[src/rtl/beat_interval_tracker.sv]
// Beat interval tracker: measures tick intervals between debounced beats,
// averages the recent history and latches the tempo from an external lookup.
module beat_interval_tracker #(
  parameter int unsigned MIN_INTERVAL = 23529,
  parameter int unsigned MAX_INTERVAL = 193548,
  parameter int unsigned AVG_LOG2     = 2
) (
  input  logic        clk,
  input  logic        rst_n,
  input  logic        enable,
  input  logic        tick_en,
  input  logic        beat_in,
  input  logic [7:0]  bpm_in,
  output logic [31:0] interval_out,
  output logic        interval_valid,
  output logic [7:0]  bpm_out,
  output logic        bpm_locked
);

  localparam int CW    = 18;
  localparam int DEPTH = 1 << AVG_LOG2;
  localparam int SUM_W = CW + AVG_LOG2;
  localparam int FW    = AVG_LOG2 + 1;

  localparam logic [CW-1:0] MIN_C = CW'(MIN_INTERVAL);
  localparam logic [CW-1:0] MAX_C = CW'(MAX_INTERVAL);
  localparam logic [FW-1:0] FULL  = FW'(DEPTH);

  typedef enum logic [1:0] {
    IDLE,
    ARMED,
    MEASURE,
    CONVERT
  } state_t;

  state_t state_q, state_d;

  logic [CW-1:0]             cnt_q, cnt_d;
  logic [DEPTH-1:0][CW-1:0]  hist_q, hist_d, hist_sh;
  logic [FW-1:0]             fill_q, fill_d, fill_inc;
  logic                      beat_dly_q;
  logic [31:0]               ivl_q, ivl_d;
  logic [7:0]                bpm_q, bpm_d;
  logic                      locked_q, locked_d;
  logic [SUM_W-1:0]          sum;
  logic [CW-1:0]             avg;
  logic                      beat_edge;
  logic                      accept;
  logic                      timeout;

  assign beat_edge = beat_in & ~beat_dly_q;
  assign accept    = (state_q == MEASURE) && beat_edge && (cnt_q >= MIN_C);
  assign timeout   = (state_q == MEASURE) && (cnt_q >= MAX_C);
  assign fill_inc  = (fill_q == FULL) ? fill_q : fill_q + 1'b1;

  // History as it will look once the current count is pushed in.
  always_comb begin
    hist_sh[0] = cnt_q;
    for (int i = 1; i < DEPTH; i++) begin
      hist_sh[i] = hist_q[i-1];
    end
    sum = '0;
    for (int i = 0; i < DEPTH; i++) begin
      sum = sum + SUM_W'(hist_sh[i]);
    end
  end

  assign avg = CW'(sum >> AVG_LOG2);

  always_comb begin
    state_d  = state_q;
    cnt_d    = cnt_q;
    hist_d   = hist_q;
    fill_d   = fill_q;
    ivl_d    = ivl_q;
    bpm_d    = bpm_q;
    locked_d = locked_q;
    if (!enable) begin
      state_d  = IDLE;
      cnt_d    = '0;
      hist_d   = '0;
      fill_d   = '0;
      locked_d = 1'b0;
    end else begin
      unique case (state_q)
        IDLE: begin
          state_d = ARMED;
          cnt_d   = '0;
        end
        ARMED: begin
          if (beat_edge) begin
            cnt_d   = '0;
            state_d = MEASURE;
          end
        end
        MEASURE: begin
          // An accepted beat wins over a coincident timeout.
          if (accept) begin
            hist_d  = hist_sh;
            fill_d  = fill_inc;
            cnt_d   = '0;
            ivl_d   = (fill_inc == FULL) ? 32'(avg) : 32'(cnt_q);
            state_d = CONVERT;
          end else if (timeout) begin
            hist_d   = '0;
            fill_d   = '0;
            locked_d = 1'b0;
            cnt_d    = '0;
            state_d  = ARMED;
          end else if (tick_en) begin
            cnt_d = cnt_q + 1'b1;
          end
        end
        CONVERT: begin
          bpm_d    = bpm_in;
          locked_d = (fill_q == FULL);
          state_d  = MEASURE;
          if (tick_en) begin
            cnt_d = cnt_q + 1'b1;
          end
        end
        default: state_d = IDLE;
      endcase
    end
  end

  always_ff @(posedge clk or negedge rst_n) begin
    if (!rst_n) begin
      state_q    <= IDLE;
      cnt_q      <= '0;
      hist_q     <= '0;
      fill_q     <= '0;
      beat_dly_q <= 1'b0;
      ivl_q      <= '0;
      bpm_q      <= '0;
      locked_q   <= 1'b0;
    end else begin
      state_q    <= state_d;
      cnt_q      <= cnt_d;
      hist_q     <= hist_d;
      fill_q     <= fill_d;
      beat_dly_q <= beat_in;
      ivl_q      <= ivl_d;
      bpm_q      <= bpm_d;
      locked_q   <= locked_d;
    end
  end

  assign interval_out   = ivl_q;
  assign interval_valid = (state_q == CONVERT);
  assign bpm_out        = bpm_q;
  assign bpm_locked     = locked_q;

endmodule

[config.mk]
export PLATFORM = sky130hd
export DESIGN_NAME = beat_interval_tracker
export DESIGN_NICKNAME = d
export VERILOG_FILES = /design/src/rtl/beat_interval_tracker.sv
export SDC_FILE = /design/constraint.sdc
export NUM_CORES = 1
export LEC_CHECK = 0
export ABC_AREA = 1
export BUFFER_PORTS_ARGS = -buffer_cell sky130_fd_sc_hd__buf_2
export CORE_UTILIZATION = 55
export DETAILED_ROUTE_END_ITERATION = 12
export PLACE_DENSITY = 0.77
export SYNTH_ARGS = -nofsm -noshare
export SYNTH_HDL_FRONTEND = slang
export SYNTH_SLANG_ARGS = --single-unit
[constraint.sdc]
create_clock -name clk -period 2.8 [get_ports clk]
set_input_delay 0.56 -clock clk [delete_from_list [all_inputs] [get_ports clk]]
set_output_delay 0.56 -clock clk [all_outputs]
set_load 0.02 [all_outputs]
==> summary.md <==
| Metric | Value |
|---|---|
| Status | `complete, but fails checks` |
| Failing checks | `negative setup slack` |
| Std-Cell Rows | `40` |
| Worst hold path class | `input pin to async pin` |
| Sequential share of power | `0.498` |
| Area growth syn-to-layout | `28.0%` |
| GR Layer Usage met3 | `0.0469` |
| Worst Setup Start Kind | `flip-flop` |
| Cell area after synthesis | `6990 um2` |
| Vias in the first global route | `5,837` |
| Hpwl dp | `12,400 um` |
| Seq/Total Area, Yosys | `0.376` |
| Setup Skew | `0.00882 ns` |
| Ranking of synthesized cells by area | `dfrtp_1 (38%), fa_1 (10%), nand2_1 (9.9%)` |
| Post-synth EDFFs | `0` |
| Area of the die | `13,200 um2` |
| Root Driver | `clkbuf_16` |
| Crit share post-route | `1.05` |
| Chip width | `115 um` |
| CTS tree | `done` |
| Final Hold Viols | `0` |
| CTS Sinks | `105` |
| Ys Warns | `0` |
| Inserted Diodes | `0` |
| CTS max path bufs | `2` |
| Nets@finish | `1,032` |
| Latest clock arrival within the worst-skew pair | `0.36 ns` |
| Ys flop type | `dfrtp_1` |
| Power Internal | `approximately 2.4 mW` |
| GRT Total Usage | `0.282` |
| Met2 Use GR | `0.457` |
| Sum Neg Setup Slack | `-1.10 ns` |
| Initial core utilization | `0.573` |
| CTS H-tree lvls | `3` |
| Initial antenna violation count | `1` |
| Clock share of power | `0.384` |
| RSZ-0062 raised after global routing | `true` |
| PortBufs | `40` |
| Share of synthesized registers carrying an async set or reset | `1.00` |
| Post-synthesis sequential element count | `between 100 and 150` |
| Inserted Clock Buffers | `9` |
| Worst Tran Pin Value | `0.627 ns` |
| Pleak | `4.31 nW` |
| I/O pins | `55` |
| Most common cell in the netlist | `nand2_1` |
| M1 GR Usage | `0.385` |
| Antenna Nets Post-Route | `0` |
| Die Ht | `115 um` |
| Critical-path maximum fanout | `3` |
| Gate count of the mapped netlist | `a little over 800` |
| CP arrival | `3.25 ns` |
| Initial DRC Count | `475` |
| Gpl congestion | `around 0.9` |
| Final core utilization | `0.733` |
| Routed len/inst | `between 15 and 20 um` |
| Largest net degree at the start of global routing | `44` |
| GR peak layer | `met2` |
| Minimum clock period | `approximately 3 ns` |
| CP required | `3.10 ns` |
| Yosys top cell area share | `0.376` |
| Avg Cell Area, Syn | `8.62 um2` |
| Pwr dens | `364 nW/um2` |
| DRC viols | `0` |
| Slew Viols, Final | `0` |
| CTS Hold Bufs | `0` |
| Rel. slew slack | `0.579` |
| Setup CP Type | `flip-flop to flip-flop` |
| Final WL | `between 15,000 and 20,000 um` |
| Fmax | `0.339 GHz` |
| First-pass GRT wire length | `between 20,000 and 30,000 um` |
| Vias per inst | `5.43` |
| Top cells by count, synth | `nand2_1 (184), inv_1 (151), dfrtp_1 (105)` |
| Final setup violation count | `13` |
| Layout cells sized above 1 | `0.359` |
| Synth unique cells | `40` |
| MaxCap Viol Count | `0` |
| Switch share | `0.264` |
| Comb pwr share | `0.118` |
| P_sw | `0.861 mW` |
| Clk pin slew, worst setup/hold paths | `0.07 ns` |
| Cell accounting for the most synthesized area | `dfrtp_1` |
| Design Power | `3.26 mW` |
| Worst vdd ir | `483 uV` |
| Via Count | `6,137` |
| DRT Pass-1 Iters | `7` |
| GRT overflow | `0` |
| Core Box Area | `12,200 um2` |
| Worst setup margin | `-0.146 ns` |
| Crit path capture type | `flip-flop` |
-- critical path, cell delays in order (launching register included) --
cell and delay [ns]:
dfrtp_1 0.43, inv_2 0.07, fa_1 0.52, fa_1 0.56
inv_2 0.04, ha_4 0.24, nand2_4 0.07, nand2_4 0.06
buf_4 0.13, a21oi_2 0.16, nand2_4 0.09, xnor2_2 0.14
o21ai_1 0.20, nand2_1 0.10, nand2_1 0.07
-- cells by family after synthesis --
family                     count (synthesis)  share of synthesized area
and+or+nand+nor                          307                      0.193
xor gates and xnor gates                  18                     0.0225
DFF                                      105                      0.376
muxes                                      8                     0.0129
buffers and inverters                    192                      0.122
other                                      1                   0.000536
adders and majority gates                 59                      0.144
AOI/OAI and AO/OA                        121                      0.129
-- final timing paths --
path,to,slack [ns],startpoint,cells after the start
hold reg to reg,interval_out[12],0.47,interval_out[12],2
setup reg to reg,interval_out[7],-0.15,cnt_q[6],14
max in group asynchronous,bpm_out[0],2.13,rst_n,2
setup / recovery,interval_out[7],-0.15,cnt_q[6],14
min in group clk,beat_dly_q,0.32,beat_in,1
hold / removal,interval_out[2],0.09,rst_n,1
-- layout by cell type (no fill, tap or decap), types with 10 or more instances in the layout --
master	count
o21ai_0	19
fa_1	33
o22ai_2	29
buf_2	39
conb_1	14
nand4_1	10
buf_4	116
nand2_2	24
a21oi_1	11
nand3_1	29
dfrtp_1	105
xor2_1	15
o21ai_2	10
nor2_1	36
o22ai_1	27
nand3_2	15
inv_1	129
nand2_4	10
ha_4	12
nand2_1	154
inv_2	25
-- timing repair --
| action | CTS | global route |
|---|---|---|
| endpoints found under the setup margin | 16 | 16 |
| buffers inserted | 7 | 10 |
| pin swaps | 23 | 52 |
| gates cloned | 0 | 0 |
| resized for setup | 45 | 95 |
-- power groups by stage --
stage	clock, mW	sequential [mW]	combinational [mW]
floorplan	0	1.72	0.202
finish	1.25	1.62	0.383
CTS	1.26	1.62	0.389
global placement	0	1.65	0.382
detailed placement	0	1.65	0.388
global route	1.32	1.63	0.416
-- state kept, by name, summed over array words and instances (netlist names) --
name,count
hist_q,54
cnt_q,18
interval_out,18
bpm_out,8
fill_q,3
state_q,2
beat_dly_q,1
bpm_locked,1
-- per-stage QoR --
| stage | hold WS [ns] | instances | worst slack (ns) | cell area (um2) |
|---|---|---|---|---|
| 2_1_floorplan | 0.264 | 824 | 0.00910 | 7040 |
| 3_3_place_gp | 0.457 | 1100 | -0.198 | 7970 |
| 3_5_place_dp | 0.460 | 1100 | -0.237 | 7970 |
| 4_1_cts | 0.0992 | 1121 | -0.00414 | 8540 |
| 5_1_grt | 0.114 | 1131 | -0.285 | 8950 |
| 6_report | 0.0946 | 1131 | -0.146 | 8950 |
-- routing by layer --
metal | vias to the layer above | part of all wire
li1 | 2851 | -
met1 | 2951 | 0.42
met2 | 277 | 0.48
met3 | 58 | 0.068
met4 | 0 | 0.033
met5 | - | 0
-- area by class of cell --
class / instances / area, um2
Clock inverter: 3 / 43.8
Clock buffer: 11 / 233
Inverter: 157 / 592
Sequential cell: 105 / 2630
Fill cell: 877 / 3260
Multi-Input combinational cell: 527 / 4110
Tap cell: 168 / 210
Timing Repair Buffer: 160 / 1130
Note: power is estimated with default switching activity, not from simulation.
